[src/rtl/cpu_types_pkg.sv]
// Shared cache types: address split, frame layout and fetch FSM states.
package cpu_types_pkg;

  localparam int NSETS  = 16;
  localparam int IIDX_W = $clog2(NSETS);
  localparam int ITAG_W = 32 - IIDX_W - 2;

  // Fetch address viewed as {tag, idx, byte offset}
  typedef struct packed {
    logic [ITAG_W-1:0] tag;
    logic [IIDX_W-1:0] idx;
    logic [1:0]        bytoff;
  } icachef_t;

  // One-word cache frame
  typedef struct packed {
    logic              valid;
    logic [ITAG_W-1:0] tag;
    logic [31:0]       data;
  } icache_frame_t;

  typedef enum logic {
    IDLE  = 1'b0,
    FETCH = 1'b1
  } icache_state_t;

endpackage

[src/rtl/icache.sv]
// Direct-mapped, read-only, one-word-per-frame instruction cache.
// Hits return combinationally; a miss fetches a single word from memory,
// fills the frame and returns to IDLE so the retried fetch hits.
//
// state | meaning
// IDLE  | serving hits; a miss latches the address and moves to FETCH
// FETCH | iREN held for miss_addr until iwait drops or the datapath yields
module icache
  import cpu_types_pkg::*;
(
  input  logic        CLK,
  input  logic        nRST,
  input  logic        imemREN,
  input  logic [31:0] imemaddr,
  output logic        ihit,
  output logic [31:0] imemload,
  output logic        iREN,
  output logic [31:0] iaddr,
  input  logic        iwait,
  input  logic [31:0] iload
);

  icache_frame_t frames [NSETS];
  icache_state_t state;
  icachef_t      miss_addr;
  icachef_t      req;
  icache_frame_t sel;
  logic          hit;
  logic          fill;

  // Address decode and hit detection; no hit is reported while a fill is outstanding
  always_comb begin
    req      = icachef_t'(imemaddr);
    sel      = frames[req.idx];
    hit      = imemREN & sel.valid & (sel.tag == req.tag);
    ihit     = hit & (state == IDLE);
    imemload = sel.data;
    iREN     = (state == FETCH) & imemREN;
    iaddr    = miss_addr;
    fill     = (state == FETCH) & imemREN & ~iwait;
  end

  // Fetch FSM; a dropped imemREN abandons the fill, an address change does not
  always_ff @(posedge CLK or negedge nRST) begin
    if (!nRST) begin
      state     <= IDLE;
      miss_addr <= '0;
    end else begin
      case (state)
        IDLE: begin
          if (imemREN && !hit) begin
            state     <= FETCH;
            miss_addr <= req;
          end
        end
        FETCH: begin
          if (!imemREN || !iwait)
            state <= IDLE;
        end
        default: state <= IDLE;
      endcase
    end
  end

  // Frame array; only a completed fill writes, overwriting any previous occupant
  always_ff @(posedge CLK or negedge nRST) begin
    if (!nRST) begin
      for (int i = 0; i < NSETS; i++)
        frames[i] <= '0;
    end else if (fill) begin
      frames[miss_addr.idx] <= '{valid: 1'b1, tag: miss_addr.tag, data: iload};
    end
  end

endmodule
[config.mk]
export PLATFORM = sky130hd
export DESIGN_NAME = icache
export DESIGN_NICKNAME = d
export VERILOG_FILES = /design/src/rtl/cpu_types_pkg.sv /design/src/rtl/icache.sv
export SDC_FILE = /design/constraint.sdc
export NUM_CORES = 1
export LEC_CHECK = 0
export CORE_MARGIN = 10
export CORE_UTILIZATION = 56
export CTS_CLUSTER_SIZE = 14
export DETAILED_ROUTE_END_ITERATION = 10
export PLACE_DENSITY = 0.79
export REMOVE_ABC_BUFFERS = 1
export SLEW_MARGIN = 30
export SYNTH_ARGS = -nofsm -noshare
export SYNTH_HDL_FRONTEND = slang
export SYNTH_SLANG_ARGS = --single-unit
[constraint.sdc]
create_clock -name CLK -period 5.6 [get_ports CLK]
set_input_delay 1.68 -clock CLK [delete_from_list [all_inputs] [get_ports CLK]]
set_output_delay 1.68 -clock CLK [all_outputs]
set_load 0.05 [all_outputs]
# ---- Word-level counts from Yosys, hierarchy flattened
# Cells that the tools add are included.
dict set report word_totals {
  word_cells 81
  register_bits 977
  output_inout_bits 66
  input_bits 68
}
dict set report classes {
  mux 9
  eq_ne 1
  bitwise_logic 9
  n_reduce_logical 7
  order_cmp 3
}
# operator n
set ops {}
lappend ops {{bitwise mux 944 bit} 1}
lappend ops {{binary-select mux 59 bit (select 4 bit)} 1}
lappend ops {{demux 59 bit (select 4 bit)} 1}
lappend ops {{two-way mux 59 bit} 3}
lappend ops {{equality test 26 bit} 1}
lappend ops {{greater-or-equal comparator 5 bit, second input constant} 2}
lappend ops {{NOT 4 -> 5 bit} 2}
lappend ops {{AND 1 bit} 5}
lappend ops {{less-than comparator 5 x 1 -> 1 bit, second input constant} 1}
lappend ops {{zero test 1 bit} 3}
lappend ops {{logical AND 1 bit} 2}
lappend ops {{two-way mux 1 bit} 2}
lappend ops {{NOT 1 bit} 2}
lappend ops {{case mux 1 bit (2 select lines)} 1}
lappend ops {{AND reduction 2 bit} 1}
lappend ops {{logical OR 1 bit} 1}

# ---- Depth between registers and ports, before layout
# Gate-level depths: netlist (run 1).
dict set report depth {
  ltp_word 10
  ltp_mapped 13
}

# ---- Worst setup path after synthesis (run 1)
# No wires, ideal clock.
dict set report synth_path {
  path_kind {input-to-output}
  start {input imemaddr[2]}
  end {output imemload[23]}
  required_time_ns 3.920
  n_path_buf 7
  arrival_time_ns 4.363
  path_slack_ns -0.443
  stages 9
  cell_sequence {buf_6 -> buf_6 -> buf_2 -> buf_4 -> buf_4 -> buf_2 -> buf_2 -> mux4_2 -> mux4_2}
}
dict set report synth_between {
  elab_chain_cells 4
}
# item line
set synth_rtl {}
lappend synth_rtl {{from (decl)} icache.sv:14} ;# input logic [31:0] imemaddr,
lappend synth_rtl {{NOT 4 -> 5 bit (implied by the code)} icache.sv:34} ;# sel = frames[req.idx];
lappend synth_rtl {{binary-select mux 59 bit (select 4 bit)} icache.sv:34}
lappend synth_rtl {{two-way mux 59 bit (implied by the code) (2 in series)} icache.sv:34}
lappend synth_rtl {{to (decl)} icache.sv:16} ;# output logic [31:0] imemload,
# No other way between the ends. The select of a mux whose other input is x is not followed.

# ---- Worst setup path after layout (run 1)
dict set report layout_path {
  start {input imemaddr[2]}
  end {output ihit}
}
dict set report layout_between {
  elab_chain_cells 7
  elab_cells_between_ends 8
}
# item line
set layout_rtl {}
lappend layout_rtl {{NOT 4 -> 5 bit (implied by the code) *} icache.sv:34}
lappend layout_rtl {{binary-select mux 59 bit (select 4 bit) *} icache.sv:34}
lappend layout_rtl {{two-way mux 59 bit (implied by the code) * (2 in series)} icache.sv:34}
lappend layout_rtl {{equality test 26 bit or AND 1 bit (tied branches)} icache.sv:35} ;# hit = imemREN & sel.valid & (sel.tag == req.tag);
lappend layout_rtl {{AND 1 bit *} icache.sv:35}
lappend layout_rtl {{AND 1 bit *} icache.sv:36} ;# ihit = hit & (state == IDLE);
lappend layout_rtl {{to (decl)} icache.sv:15} ;# output logic ihit,
# Every way passes the cells marked *; elsewhere a longest branch is shown, timed or not. The select of a mux whose other input is x is not followed.

==> summary.txt, run 1 <==
Setup path
  • CP Launch Type: primary input
  • Critical Path AT: 4.13 ns
  • CP Class: in -> out
  • Worst path bufs/invs: 6
  • Crit Path Max Fanout: 6
  • Critical Path Max Stage Delay: roughly 0.48 ns
  • Flop2flop setup slack: 2.48 ns
  • Top delay family on crit path: buffers and inverters
  • Crit path max-delay cell type: mux4_2
  • R2R depth: 10
  • Cell mode on critical path: buf_12
  • R2R Path End: iaddr[1]$_DFFE_PN0P_
  • Worst Setup End Kind: output port
  • CP Cell Sequence: buf_16, buf_12, buf_12, mux4_2, mux2i_1, mux2i_1, xnor2_1, buf_4, nand4_1, nor4_2, buf_4, nand3_4, nor2_4, buf_12
  • Critical Path Start: imemaddr[2]
  • Data required, critical path: ~3.9 ns
  • Critical register-to-register path startpoint: frames[105]$_DFFE_PN0P_

Worst hold path
  • Worst hold endpoint: frames[58]$_DFFE_PN0P_
  • Worst Hold Depth: 1
  • Hold Crit Start: frames[58]$_DFFE_PN0P_
  • Hold Path Class: reg -> reg

Clocking
  • Clk slew on worst S/H paths: around 0.060 ns
  • Clk root buf: clkbuf_16
  • Clock latency on the worst-skew pair: between 0.6 and 0.7 ns
  • CTS buffer count: 101
  • H-Tree Depth: 3
  • TritonCTS clock tree: yes
  • Hold Buf Count CTS: 0
  • Max Buffers Root-to-Sink: 3
  • CTS sink cnt: between 900 and 1000

Global routing
  • Vias in the first global route: 26900
  • Met3 Track Usage GR: 0.0400
  • Largest net degree at the start of global routing: between 150 and 200
  • GR Util All Layers: 0.242
  • Gr busiest metal: met2
  • Initial antenna violation count: 5
  • M1 GR Usage: 0.335
  • First-pass GRT wire length: 168000 µm
  • Total grt overflow: 0
  • Met2 GRT Util: 0.396

Route
  • ANT nets after route: 0
  • Via count: around 25000
  • Remaining routing DRC violations: 0
  • DR vias/cell: just over 6
  • Number of DRC markers in iteration 0: between 1500 and 2000
  • Total Routed Length: 108000 µm
  • Detailed Routing Iterations Pass 1: 5
  • Wirelength per Cell: about 27 µm

Die
  • Rows: about 100
  • Core area: 77700 µm²
  • Die Height: between 300 and 400 µm
  • Initial Util: 0.566
  • I/O pins: between 100 and 150
  • Die area: ~90000 µm²
  • Die W: about 300 µm

Synth
  • Post-synth ARST share: 1.00
  • Cells after synthesis: 2657
  • Top cells by area, synth: dfrtp_1 (56%), mux2_2 (24%), mux4_2 (14%)
  • Synthesized area per cell: between 15 and 20 µm²
  • Synth warnings: 0
  • Mapped cell area: 44000 µm²
  • Synth cell count leaders: dfrtp_1 (977), mux2_2 (932), mux4_2 (266), clkbuf_1 (94), buf_2 (60)
  • Post-synth top area cell: dfrtp_1
  • Post-synth cell types: 49
  • Most frequent cell after synthesis: dfrtp_1
  • Register area share after synthesis: 0.555
  • Number of synthesized flops with an enable pin: 0
  • Synth Register Bits: roughly 980
  • Dominant synthesized flop cell: dfrtp_1
  • Synth top area share: 0.555

Timing
  • Worst Skew: 0.0352 ns
  • Finish-stage setup viols: 1
  • Tightest Pin Transition: approximately 0.83 ns
  • Setup slack after layout: -0.213 ns
  • Slew Limit Fails: 0
  • Final Hold Fails: 0
  • Slew HR: 0.444
  • Highest clock rate: approximately 0.17 GHz
  • Unrepaired setup endpoints after global routing: yes
  • Setup TNS: -0.213 ns
  • Final Cycle Share: 1.04
  • Final Critical Period: around 5.8 ns

Placement
  • Post-DP HPWL: 60600 µm
  • Gpl congestion: around 0.83
  • Area of placed instances: 47100 µm²
  • PortBufs: 133

Run status
  • Violated checks: negative setup slack
  • Status: complete, but fails checks

Finish
  • Fillers: about 5100
  • Final #Nets: about 2900
  • Post-route cell area: around 50000 µm²
  • Multi-input logic area: 18700 µm²
  • Register area: approximately 24000 µm²
  • Layout cells sized above 1: 0.565
  • Area grow syn2layout: 16.5%

Power
  • Pleak: 0.0240 µW
  • Max IR drop VDD: 0.267 mV
  • PwrDens: between 400 and 500 nW/µm²
  • Power, Total: approximately 21000 µW

Run
  • # Max-Cap Violations: 0
[kinds of logic after synthesis]
kind of cell | Yosys count | share of synthesized area
muxes | 1272 | 0.395
AOI/OAI and AO/OA | 44 | 0.00742
and+or+nand+nor | 95 | 0.0115
xor gates and xnor gates | 32 | 0.00637
buffers and inverters | 237 | 0.0245
DFF | 977 | 0.555
[how the worst max path moves through the flow]
stage	end	slack, ns	depth (start not counted)
after floorplan	frames[885]$_DFFE_PN0P_	-1.53	5
after global placement	ihit	-0.50	10
after detailed placement	ihit	-0.55	11
after CTS	ihit	-0.17	14
after global routing	ihit	-0.35	14
final	ihit	-0.21	14
[layer usage]
metal | wire length [µm] | up-vias | share of wire
met1 | 46700 | 13500 | 0.43
li1 | - | 10300 | -
met3 | 5670 | 144 | 0.053
met4 | 1970 | 8 | 0.018
met2 | 53300 | 581 | 0.50
met5 | 51 | - | 0.00047
[where the power goes]
group / internal (µW) / switching [µW] / total, µW
Clock: 4230 / 2830 / 7060
Sequential: 8690 / 968 / 9660
Combinational: 2390 / 1620 / 4010
Total: 15300 / 5410 / 20700
[registers in the layout, indices dropped and copies added, names as in the netlist]
signal and count:
iaddr 32, state 1, frames 944
[cells in the final DEF (no fill, tap or decap), types with 3 or more instances in the layout]
cell and instances:
o21ai_0 4, mux2_2 932, buf_12 40, clkdlybuf4s50_1 95, nand2b_1 13, clkinv_2 27
and3_1 3, buf_6 5, nand3_1 5, and2_1 3, nand2_1 15, clkbuf_16 106
xor2_1 4, clkbuf_1 16, buf_16 8, inv_1 5, a22oi_1 3, or2_2 9
dfrtp_1 977, nor2_1 13, nand2_4 6, mux2i_1 43, bufinv_16 13, o22ai_1 6
xnor2_1 28, nor2_4 7, clkbuf_8 17, mux4_2 266, nor2b_1 6, mux2_4 30
buf_4 139, a21oi_1 7, clkinvlp_4 7, buf_8 4, nor3_2 3, nand3_4 3
[stage by stage]
| step | utilization | hold WS [ns] | setup WS [ns] | cells |
|---|---|---|---|---|
| after floorplan | - | 0.429 | -1.53 | 2426 |
| after global placement | 0.606 | 0.444 | -0.503 | 3738 |
| after detailed placement | 0.606 | 0.454 | -0.545 | 3738 |
| after CTS | 0.659 | 0.467 | -0.169 | 3950 |
| after global routing | 0.659 | 0.478 | -0.353 | 3952 |
| final | 0.659 | 0.470 | -0.213 | 3952 |
[cell type report]
type	instances	area share
multi-input combinational	1443	0.365
sequential	977	0.477
clock inverter	52	0.0125
timing repair buffer	296	0.0634
clock buffer	137	0.0565
antenna	1	0.0000488
tap	1040	0.0254
inverter	6	0.000488
[timing repair]
| action | in CTS | in global routing |
|---|---|---|
| hold endpoints to repair | 0 | 0 |
| pin swaps | 15 | 1 |
| buffers inserted | 17 | 0 |
| gates cloned | 6 | 1 |
| gates resized for setup | 42 | 4 |
| setup endpoints to repair | 23 | 17 |
No activity file was read; power rests on OpenSTA's default activity.
==> run 2, diff against run 1 <==
Settings changed: ABC_AREA set to 1, CTS_CLUSTER_DIAMETER set to 50, SKIP_CTS_REPAIR_TIMING set to 1.
==> run 2 against run 1 <==
- the run ends with design-rule violations left
- wire length up 22%
- global-route usage increased by 4.3 points
- worst setup slack better by 0.33 ns
- sequential share of layout area increased by 1.1 points
- clock skew shrank 0.0097 ns
- core utilization shrank 1.5 points
- critical path type unchanged
- largest power group unchanged
==> summary.txt, run 2 <==
Run status
  • Status: complete, but fails checks
  • Violated checks: design-rule violations

Global routing
  • Initial antenna violation count: 1 (-4)
  • Total grt overflow: 0 (unchanged)
  • First-pass GRT wire length: 208000 µm (+24%)
  • Vias in the first global route: 37400 (+39%)
  • Largest net degree at the start of global routing: 139 (-9.2%)
  • GR Util All Layers: 0.285 (+0.0432)

Clocking
  • Max Buffers Root-to-Sink: 3 (unchanged)
  • CTS sink cnt: 977 (unchanged)
  • Clk slew on worst S/H paths: 0.06 ns (about the same)
  • H-Tree Depth: 3 (unchanged)
  • Clock latency on the worst-skew pair: 0.67 ns (about the same)
  • Clk root buf: clkbuf_16
  • CTS buffer count: 99 (-2.0%)
  • TritonCTS clock tree: yes

Die
  • Die W: 301 µm (about the same)
  • I/O pins: 134 (unchanged)
  • Core area: 77700 µm² (unchanged)
  • Initial Util: 0.567 (+0.00116)
  • Die Height: 301 µm (about the same)
  • Rows: 102 (unchanged)
  • Die area: 90400 µm² (+0.19%)

Synth
  • Number of synthesized flops with an enable pin: 0 (unchanged)
  • Synth warnings: 0 (unchanged)
  • Most frequent cell after synthesis: nand2_1
  • Cells after synthesis: 5422 (+100%)
  • Register area share after synthesis: 0.554 (-0.00113)
  • Top cells by area, synth: dfrtp_1 (55%), o21ai_0 (14%), nand2_1 (13%)
  • Synthesized area per cell: 8.13 µm² (-51%)
  • Post-synth top area cell: dfrtp_1
  • Post-synth cell types: 23 (-53%)
  • Post-synth ARST share: 1.00 (unchanged)
  • Dominant synthesized flop cell: dfrtp_1
  • Synth cell count leaders: nand2_1 (1574), o21ai_0 (1244), dfrtp_1 (977), nor2_1 (395), clkbuf_1 (352)
  • Synth Register Bits: 977 (unchanged)
  • Synth top area share: 0.554 (-0.00113)
  • Mapped cell area: 44100 µm² (+0.20%)

Finish
  • # diodes: 0 (-1)
  • Fillers: 6187 (+21%)
  • Post-route cell area: 50100 µm² (-2.2%)
  • Final #Nets: 5391 (+86%)
  • Register area: 24400 µm² (unchanged)
  • Highest-count cells in the layout ignoring fill and taps: nand2_1 (1568), o21ai_0 (1244), dfrtp_1 (977), nor2_1 (393), nand3_1 (314)
  • Multi-input logic area: 17000 µm² (-9.1%)
  • Largest Register: frames
  • Max reg flops: 944 (unchanged)
  • Final Util: 0.645 (-0.0145)
  • Area grow syn2layout: 13.7%
  • Commonest non-fill, non-tap cell in the layout: nand2_1
  • Layout cells sized above 1: 0.0640 (-0.501)

Placement
  • Pre-CTS setup slack: 0.134 ns (+0.680 ns)
  • Post-DP HPWL: 69800 µm (+15%)
  • PortBufs: 133 (unchanged)
  • Area of placed instances: 46600 µm² (-1.1%)
  • Gpl congestion: 0.835 (+0.69%)

Timing
  • Finish-stage setup viols: 0 (-1)
  • Final Hold Fails: 0 (unchanged)
  • Slew Limit Fails: 0 (unchanged)
  • Setup TNS: 0 ns (+0.213 ns)
  • Worst Skew: 0.0256 ns (-0.00966 ns)
  • Final Cycle Share: 0.979 (-0.0595)
  • Slew HR: 0.389 (-0.0551)
  • Setup slack after layout: 0.120 ns (+0.333 ns)
  • Highest clock rate: 0.182 GHz (+6.1%)
  • Tightest Pin Transition: 0.917 ns (+0.0826 ns)
  • Final Critical Period: 5.48 ns (-0.333 ns)

Power
  • Internal: 13600 µW (-11%)
  • Net Switching: 5890 µW (+8.8%)
  • Clock share of power: 0.347 (+0.006)
  • Combinational power share: 0.175 (-0.018)
  • Max IR drop VDD: 0.284 mV (+6.4%)
  • PwrDens: 389 nW/µm² (-3.7%)
  • Pleak: 0.0235 µW (-2.2%)
  • Flop pwr share: 0.478 (+0.012)
  • Net switching fraction of the power: 0.302 (+0.0407)

Setup path
  • Crit Path Max Fanout: 58 (+52)
  • Critical Path Max Stage Delay: 0.55 ns (+0.07 ns)
  • Critical Path AT: 3.80 ns (-0.33 ns)
  • Worst path bufs/invs: 4 (-2)
  • CP Launch Type: primary input
  • Data required, critical path: 3.92 ns (about the same)
  • Crit path max-delay cell type: buf_4
  • Worst Setup End Kind: output port
  • CP Class: in -> out
  • CP Cell Sequence: buf_16, buf_16, buf_4, o21ai_0, o221ai_1, nand3_1, nand2_1, buf_4
  • Top delay family on crit path: buffers and inverters

Worst hold path
  • Hold Path Class: reg -> reg

Route
  • Total Routed Length: 131000 µm (+22%)
  • ANT nets after route: 0 (unchanged)
  • Remaining routing DRC violations: 1 (+1)
  • Detailed Routing Iterations Pass 1: 9 (+4)
  • Via count: 39000 (+59%)
  • Number of DRC markers in iteration 0: 4775 (+180%)
  • DR vias/cell: 6.06 (-2.3%)
  • Wirelength per Cell: 20.4 µm (-25%)

Run
  • # Max-Cap Violations: 0 (unchanged)
run 2: area by class of cell:
cell class,instances,share of cell area
well taps,1040,0.0260
repair buffers,258,0.0641
flip-flops and latches,977,0.488
clock inverters,54,0.0135
clock buffers,113,0.0517
multi-input cells,3750,0.339
inverters,237,0.0183
run 2: logic make-up (layout without fill, tap and decap cells):
group	after synthesis	count (layout)	synth area share
AOI/OAI and AO/OA	1436	1436	0.175
buffers and inverters	695	662	0.0627
DFF	977	977	0.554
and+or+nand+nor	2314	2314	0.208
run 2: worst paths after layout:
kind / startpoint / end / slack (ns) / cells past startpoint
worst max register to register: frames[867]$_DFFE_PN0P_ / iaddr[14]$_DFFE_PN0P_ / 2.74 / 17
min in group asynchronous: nRST / frames[264]$_DFFE_PN0P_ / 0.92 / 1
worst min-delay path: frames[884]$_DFFE_PN0P_ / frames[884]$_DFFE_PN0P_ / 0.46 / 2
max in group asynchronous: nRST / frames[615]$_DFFE_PN0P_ / 3.27 / 3
worst max-delay path: imemaddr[2] / imemload[4] / 0.12 / 8
worst min register to register: frames[884]$_DFFE_PN0P_ / frames[884]$_DFFE_PN0P_ / 0.46 / 2
run 2: power by group through the flow:
stage / sequential [µW] / clock [µW] / combinational [µW]
6_report: 9330 / 6770 / 3410
5_1_grt: 9500 / 7110 / 3910
4_1_cts: 9310 / 6820 / 3380
3_5_place_dp: 9410 / 0 / 3350
3_3_place_gp: 9370 / 0 / 3200
2_1_floorplan: 9350 / 0 / 2090
run 2: worst register-to-register path, cell delays in order, from the launching register on:
cell and delay, ns:
dfrtp_1 0.38, inv_1 0.05, nand2_1 0.04, nand3_1 0.10
nand3_1 0.08, nand3_1 0.13, nand2_1 0.08, nand2_1 0.17
nand2_1 0.15, inv_1 0.08, nand2_1 0.05, nor2_1 0.08
nand2_1 0.09, nor2_1 0.12, nand2_2 0.34, nand2_4 0.58
nand2_1 0.14, nand2_1 0.10
run 2: layer usage:
metal	GRT usage	up-vias	routed length [µm]
li1	-	17700	-
met1	0.386	18900	52400
met2	0.453	2100	60800
met4	0.115	0	4550
met3	0.0484	340	13500
met5	0	-	0
run 2: stage by stage:
step / hold slack, ns / total power, µW / std cells
after floorplan: 0.423 / 11400 / 4964
after global placement: 0.434 / 12600 / 6256
after detailed placement: 0.437 / 12800 / 6256
after CTS: 0.453 / 19500 / 6423
after global routing: 0.486 / 20500 / 6429
final: 0.456 / 19500 / 6429
